**src/rtl/ipsxe_floating_point_z_group_pkg.sv**
```systemverilog
// Shared definitions for the z*group sequential product path: group width,
// derived-width helpers and the IDLE/MUL/DONE state encoding.
package ipsxe_floating_point_z_group_pkg;

  localparam int GROUP_W = 17;

  typedef enum logic [1:0] {
    IDLE = 2'd0,
    MUL  = 2'd1,
    DONE = 2'd2
  } state_t;

  function automatic int z_w(input int man_width, input int rne);
    return man_width + 1 + rne;
  endfunction

  function automatic int ngrp(input int rne1);
    return (rne1 + GROUP_W - 1) / GROUP_W;
  endfunction

  function automatic int acc_w(input int man_width, input int rne, input int rne1);
    return z_w(man_width, rne) + GROUP_W * ngrp(rne1);
  endfunction

  function automatic int out_w(input int man_width, input int rne, input int rne1);
    return z_w(man_width, rne) + rne1 - GROUP_W;
  endfunction

endpackage

```
**src/rtl/ipsxe_floating_point_z_group_mac_v1_0.sv**
```systemverilog
// One z x 17-bit group multiply, shifted into position by the group index
// and added to the running accumulator (single APM's worth of logic).
module ipsxe_floating_point_z_group_mac_v1_0
  import ipsxe_floating_point_z_group_pkg::*;
#(
  parameter int Z_W   = 55,
  parameter int ACC_W = 106,
  parameter int CNT_W = 2
) (
  input  logic [ACC_W-1:0]   acc,
  input  logic [Z_W-1:0]     z,
  input  logic [GROUP_W-1:0] grp,
  input  logic [CNT_W-1:0]   cnt,
  output logic [ACC_W-1:0]   acc_next
);

  localparam int PROD_W = Z_W + GROUP_W;

  logic [PROD_W-1:0] prod;
  logic [31:0]       shamt;

  always_comb begin
    prod     = PROD_W'(z) * PROD_W'(grp);
    shamt    = GROUP_W * 32'(cnt);
    acc_next = acc + (ACC_W'(prod) << shamt);
  end

endmodule

```
**src/rtl/ipsxe_floating_point_z_group_mult_seq_v1_0.sv**
```systemverilog
// Sequential z*y producer: one 17-bit group of y per clock, LSB group first.
// Optional IPSXE_FLT_Z_GROUP_STICKY_EN folds the dropped low bits into the output LSB.
module ipsxe_floating_point_z_group_mult_seq_v1_0
  import ipsxe_floating_point_z_group_pkg::*;
#(
  parameter  int MAN_WIDTH = 52,
  parameter  int RNE       = 2,
  parameter  int RNE1      = 49,
  localparam int Z_W       = z_w(MAN_WIDTH, RNE),
  localparam int OUT_W     = out_w(MAN_WIDTH, RNE, RNE1)
) (
  input  logic             i_clk,
  input  logic             i_rst_n,
  input  logic             i_valid,
  output logic             o_ready,
  input  logic [Z_W-1:0]   i_z,
  input  logic [RNE1-1:0]  i_y,
  output logic             o_valid,
  input  logic             i_ready,
  output logic [OUT_W-1:0] o_z_group_rne1_dlt17zeros
);

  localparam int NGRP  = ngrp(RNE1);
  localparam int ACC_W = acc_w(MAN_WIDTH, RNE, RNE1);
  localparam int CNT_W = (NGRP > 1) ? $clog2(NGRP) : 1;
  localparam int YP_W  = GROUP_W * NGRP;

  state_t           state;
  logic [Z_W-1:0]   z_q;
  logic [YP_W-1:0]  y_q;
  logic [ACC_W-1:0] acc;
  logic [ACC_W-1:0] acc_next;
  logic [CNT_W-1:0] cnt;
  logic [OUT_W-1:0] res;
  logic             valid_q;

  assign o_ready = (state == IDLE) | ((state == DONE) & i_ready);
  assign o_valid = valid_q;

  // y_q shifts right each MUL cycle so the current group is always its low bits
  ipsxe_floating_point_z_group_mac_v1_0 #(
    .Z_W  (Z_W),
    .ACC_W(ACC_W),
    .CNT_W(CNT_W)
  ) u_mac (
    .acc     (acc),
    .z       (z_q),
    .grp     (y_q[GROUP_W-1:0]),
    .cnt     (cnt),
    .acc_next(acc_next)
  );

`ifdef IPSXE_FLT_Z_GROUP_STICKY_EN
  logic sticky;
  assign o_z_group_rne1_dlt17zeros = {res[OUT_W-1:1], res[0] | sticky};
`else
  assign o_z_group_rne1_dlt17zeros = res;
`endif

  always_ff @(posedge i_clk or negedge i_rst_n) begin
    if (!i_rst_n) begin
      state   <= IDLE;
      z_q     <= '0;
      y_q     <= '0;
      acc     <= '0;
      cnt     <= '0;
      res     <= '0;
      valid_q <= 1'b0;
`ifdef IPSXE_FLT_Z_GROUP_STICKY_EN
      sticky  <= 1'b0;
`endif
    end else begin
      case (state)
        IDLE: begin
          if (i_valid) begin
            z_q   <= i_z;
            y_q   <= YP_W'(i_y);
            acc   <= '0;
            cnt   <= '0;
            state <= MUL;
          end
        end
        MUL: begin
          acc <= acc_next;
          y_q <= y_q >> GROUP_W;
          cnt <= cnt + 1'b1;
          if (cnt == CNT_W'(NGRP - 1)) begin
            state   <= DONE;
            valid_q <= 1'b1;
            res     <= acc_next[Z_W+RNE1-1:GROUP_W];
`ifdef IPSXE_FLT_Z_GROUP_STICKY_EN
            sticky  <= |acc_next[GROUP_W-1:0];
`endif
          end
        end
        DONE: begin
          if (i_ready) begin
            valid_q <= 1'b0;
            if (i_valid) begin
              z_q   <= i_z;
              y_q   <= YP_W'(i_y);
              acc   <= '0;
              cnt   <= '0;
              state <= MUL;
            end else begin
              state <= IDLE;
            end
          end
        end
        default: state <= IDLE;
      endcase
    end
  end

endmodule

```
**config.mk**
```make
export PLATFORM = sky130hd
export DESIGN_NAME = ipsxe_floating_point_z_group_mult_seq_v1_0
export DESIGN_NICKNAME = d
export VERILOG_FILES = /design/src/rtl/ipsxe_floating_point_z_group_pkg.sv /design/src/rtl/ipsxe_floating_point_z_group_mac_v1_0.sv /design/src/rtl/ipsxe_floating_point_z_group_mult_seq_v1_0.sv
export SDC_FILE = /design/constraint.sdc
export NUM_CORES = 2
export LEC_CHECK = 0
export CORE_AREA = 2 2 332 334
export DETAILED_ROUTE_END_ITERATION = 6
export DIE_AREA = 0 0 334 336
export GPL_TIMING_DRIVEN = 1
export PLACE_DENSITY = 0.72
export SLEW_MARGIN = 20
export SYNTH_ARGS = -nofsm -noshare
export SYNTH_HDL_FRONTEND = slang
export SYNTH_SLANG_ARGS = --single-unit
```
**constraint.sdc**
```tcl
create_clock -name i_clk -period 25.1 [get_ports i_clk]
set_input_delay 5.02 -clock i_clk [delete_from_list [all_inputs] [get_ports i_clk]]
set_output_delay 5.02 -clock i_clk [all_outputs]
set_load 0.05 [all_outputs]
```
* Yosys cells after proc, flatten, opt, wreduce, memory -nomap -nowiden
Index checks and enable logic that the tools add are counted.
** Cells by class
- Add/sub/neg operators :: 2
- Multiplexer cells :: 20
- $mul :: 2
- Shift operators :: 1
- Eq/ne operators :: 6
- Reduce and logical (&&, ||, !) cells :: 9
- Bitwise logic cells :: 2
** Operator list (count)
- 106-bit one-hot mux with 3 select lines :: 1
- 106-bit 2-to-1 mux :: 2
- 51-bit one-hot mux with 3 select lines :: 1
- 55-bit 2-to-1 mux :: 2
- 55-bit one-hot mux with 2 select lines :: 1
- 106-bit adder :: 1
- 72-bit by 7-bit left shift with 106-bit output :: 1
- 51-bit 2-to-1 mux :: 2
- 55-bit by 17-bit multiplier with 72-bit output :: 1
- 2-bit one-hot mux with 3 select lines :: 2
- 2-bit 2-to-1 mux :: 5
- 5-bit by 2-bit multiplier with 7-bit output (first input constant) :: 1
- 2-bit inequality test (second input constant) :: 3
- 2-bit AND reduction :: 3
- 3-bit AND reduction :: 2
- 2-bit equality test (second input constant) :: 2
- 2-bit nonzero test :: 2
- 1-bit 2-to-1 mux :: 3
- 3-bit nonzero test :: 1
- 2-bit by 1-bit adder with 2-bit output (second input constant) :: 1
- 2-bit by 1-bit equality test with 1-bit output (second input constant) :: 1
- 2-bit logical NOT :: 1
- 1-bit one-hot mux with 2 select lines :: 1
- 1-bit bitwise AND :: 1
- 1-bit OR :: 1
** Storage, ports and cells
- Output and inout port bits :: 89
- Logic and storage cells :: 49
- Bits in registers :: 304

* Longest topological paths before layout
- Depth in word-level cells :: 4
- Depth in mapped cells :: 40
- Depth with buffers taken out :: 37

* Hierarchy
From an unflattened synthesis, not the netlist that was laid out.
** Unflattened totals
- Cells, all modules :: 5918
- Area total of the unflattened synthesis :: 49916.6 um2
** By module, submodules not included
- ipsxe_floating_point_z_group_mac_v1_0 :: cells an instance 4946, area an instance 38032.7 um2, times used 1, seq. area each 0.0 um2
- ipsxe_floating_point_z_group_mult_seq_v1_0 :: cells an instance 972, area an instance 11883.9 um2, times used 1, seq. area each 7557.2 um2

* Least setup slack after synthesis
Ideal clock, no wire load.
- Path type :: input to output
- Start :: in i_ready
- End :: out o_ready
- Stages :: 2
- Path slack :: 14193 ps
- Arrival :: 5887 ps
- Cell sequence :: inv_1 -> a21oi_1
** On the way
- Word-level cells in the longest chain between the ends :: 2
** RTL lines
- start: declaration :: RTL line ipsxe_floating_point_z_group_mult_seq_v1_0.sv:19 : input logic i_ready,
- 1-bit bitwise AND :: RTL line ipsxe_floating_point_z_group_mult_seq_v1_0.sv:37 : assign o_ready = (state == IDLE) | ((state == DONE) & i_ready);
- 1-bit OR :: RTL line ipsxe_floating_point_z_group_mult_seq_v1_0.sv:37
- end: declaration :: RTL line ipsxe_floating_point_z_group_mult_seq_v1_0.sv:15 : output logic o_ready,
Every way passes these cells.

* Worst setup path after layout
Same ends and word-level chain as after synthesis.

==> impl_metrics.py <==
metrics = {
    "flow_run": {
        "drv_cap": 0,
    },
    "synthesis": {
        "synth_top_area_share_pct": 32.8,
        "synth_xor_area_share_pct": 2.89,
        "synthCells": 5974,
        "synth.cell_area_um2": 48600,
        "synth_seq_cells": 300,
        "synth_compound_gate_area_share_pct": 12.0,
        "async_reset_ff_share_pct": 100,
        "synth_top_family_by_area": "adder cells",
        "ys.flop_type": "dfrtp_1",
        "syn_area_per_cell_um2": 8.13,
        "ys_seq_area_share_pct": 15.5,
        "synth_simple_gate_area_share_pct": 18.5,
        "syn_nets": 7127,
        "synth-edff-count": 0,
        "yosys.area_share.adder_pct": 39.2,
        "ys_warn_count": 0,
        "synth_mux_area_share_pct": 0.858,
        "ys_types": 75,
        "ys_top_cells_by_area": "fa_1 (33%), dfrtp_1 (15%), nand2_1 (9.3%)",
        "synth_top_area_cell": "fa_1",
    },
    "finish": {
        "fin_util_pct": 48.5,
        "drive_gt1_share_pct": 2.66,
        "fillCellCount": 10337,
        "syn_to_final_growth_pct": 8.36,
        "nets": 7032,
    },
    "setup_path": {
        "end_kind": "primary output",
        "worst-r2r-setup-slack_ns": 13.57,
        "required_ns": 20.08,
        "worst-path-max-fanout": 3,
        "timing.rr.start": "y_q[2]$_DFFE_PN0P_",
        "worst-setup-path-type": "in2out",
        "crit_path_start_kind": "input port",
        "worstPathArrival_ns": 6.80,
        "timing.rr.end": "o_z_group_rne1_dlt17zeros[80]$_DFFE_PN0P_",
        "r2r_cells": 35,
    },
    "floorplan": {
        "num_rows": 121,
        "die_height_um": 336,
        "core_area_um2": 108000,
        "die_w_um": 334,
        "dieArea_um2": 112000,
        "ios": 197,
        "start_util_pct": 44.8,
    },
    "clocking": {
        "clockRootBuffer": "clkbuf_16",
        "clock_latency_ns": 0.62,
        "cts.path.max_buffers": 3,
        "ctsHoldBuffers": 0,
        "path_clk_slew_ns": 0.05,
        "cts_buffers": 40,
        "clock-sinks": 300,
        "htreeDepth": 2,
        "ctsResizeCount": 0,
        "post-cts-setup-buffers": 0,
        "cts_tree": "yes",
    },
    "sta": {
        "fin_ws_ns": 13.28,
        "fmax_mhz": 84.6,
        "worst_pin_slew_ns": 1.07,
        "fin_skew_ns": 0.0353,
        "maxSlewHeadroom_pct": 28.8,
        "rsz0062_at_grt": "no",
        "slew_violations": 0,
        "period_share_pct": 47.1,
        "hold_viol": 0,
        "setup_viol": 0,
        "fin_setup_tns_ns": 0,
        "hold_slack_ns": 0.476,
        "layout_min_cycle_time_ns": 11.82,
    },
    "detailed_routing": {
        "drt_iter0_drc": 3387,
        "final_antenna_net_count": 0,
        "routedWlPerCell_um": 20.5,
        "dr.pass1.iters": 6,
        "drc": 0,
        "finalWirelength_um": 150000,
        "viasPerCell": 5.66,
        "vias": 41441,
    },
    "hold_path": {
        "whs_endpoint": "o_z_group_rne1_dlt17zeros[4]$_DFFE_PN0P_",
        "hold_depth": 2,
        "hold_path.class": "reg2reg",
        "hp-start": "o_z_group_rne1_dlt17zeros[4]$_DFFE_PN0P_",
    },
    "placement": {
        "portBuffers": 196,
        "dpl_worst_slack_ns": 13.28,
        "gp_congestion": 0.960,
        "place_hpwl_um": 112000,
    },
    "grt": {
        "grtUsageTotal_pct": 27.2,
        "grt-ovfl-total": 0,
        "grt_pass1_vias": 42908,
        "grt_max_degree": 116,
        "antenna_found_initial": 2,
        "grt_first_pass_wirelength_um": 240000,
    },
    "status": {
        "status": "complete, no violations",
    },
}
registers in the layout (all words and copies together) (netlist names):
name and flops:
acc 104, cnt 2, o_valid 1, o_z_group_rne1_dlt17zeros 87, state 2, y_q 49
z_q 55
worst max-delay path, stage by stage:
cell and delay (ns):
clkdlybuf4s50_1 0.49, inv_1 0.06, a21oi_1 0.35, clkdlybuf4s50_1 0.89
cell type report:
class / instances / area (µm²) / area share [%]
Antenna cell: 1 / 2.50 / 0.00476
Clock buffer: 51 / 1110 / 2.11
Clock inverter: 21 / 253 / 0.480
Inverter: 1050 / 3940 / 7.49
Multi-Input combinational cell: 4249 / 35700 / 67.9
Sequential cell: 300 / 7520 / 14.3
Tap cell: 1414 / 1770 / 3.36
Timing Repair Buffer: 238 / 2280 / 4.34
worst max-delay path by stage:
stage | start | to | slack, ns | depth (start not counted)
global placement | i_ready | o_ready | 13.29 | 4
finish | i_ready | o_ready | 13.28 | 4
global route | y_q[2]$_DFFE_PN0P_ | o_z_group_rne1_dlt17zeros[86]$_DFFE_PN0P_ | 12.91 | 35
CTS | i_ready | o_ready | 13.27 | 4
detailed placement | i_ready | o_ready | 13.28 | 4
floorplan | i_ready | o_ready | 14.19 | 2
metrics by stage:
step,cells,cell area (µm²)
6_report,7324,52600
5_1_grt,7323,52600
3_5_place_dp,7251,51300
2_1_floorplan,5974,48600
3_3_place_gp,7251,51300
4_1_cts,7323,52600
logic make-up (layout without fill, tap and decap cells):
| family | Yosys count | count (layout) |
|---|---|---|
| XOR/XNOR | 160 | 160 |
| AO/OA/AOI/OAI | 955 | 955 |
| other | 0 | 1 |
| flip-flops | 300 | 300 |
| adder cells (fa/ha/maj) | 1045 | 1045 |
| AND/OR/NAND/NOR | 2051 | 2051 |
| buffers and inverters | 1425 | 1360 |
| multiplexers | 38 | 38 |
synthesized netlist by cell type, types with 8 or more instances:
library cell     n
a211oi_1        22
a221o_1         10
a21oi_1        248
o21bai_1        43
a21boi_0        12
nand3_1        138
o21a_1          25
a21o_1          87
nand2b_1        17
mux2_2           9
mux2i_1         27
nor2_1         251
ha_1           250
a221oi_1        11
buf_1           13
nor4_1           9
fa_1           795
nand4_1         54
and3_1          28
o221ai_1         8
nand2_1       1197
nor3_1          48
dfrtp_1        300
xnor2_1         94
inv_1         1050
and2_1         271
nor2b_1         14
xor2_1          66
a31oi_1         24
o21ai_0        326
o31ai_1         21
clkbuf_1       359
o22ai_1         40
cells in the final DEF (no fill, tap or decap), types with 43 or more instances in the layout:
master and count:
a21oi_1 248, xnor2_1 94, nand2_1 1195, xor2_1 66, nor2_1 250, and2_1 270, a21o_1 87, o21bai_1 43
dfrtp_1 290, nand4_1 54, fa_1 795, o21ai_0 326, inv_1 1049, nor3_1 48, ha_1 250, nand3_1 138
clkdlybuf4s50_1 195
metal layers:
metal | global-route usage [%] | share of wire (%) | vias to the layer above
met3 | 5.33 | 9.5 | 408
li1 | - | - | 18352
met1 | 36.8 | 41 | 20657
met5 | 0 | 0.0087 | -
met2 | 43.5 | 45 | 2022
met4 | 10.1 | 4.3 | 2
Power is left out: the tool's default activity adds up to more than one toggle a clock period on the data nets, which glitch-free logic cannot reach.
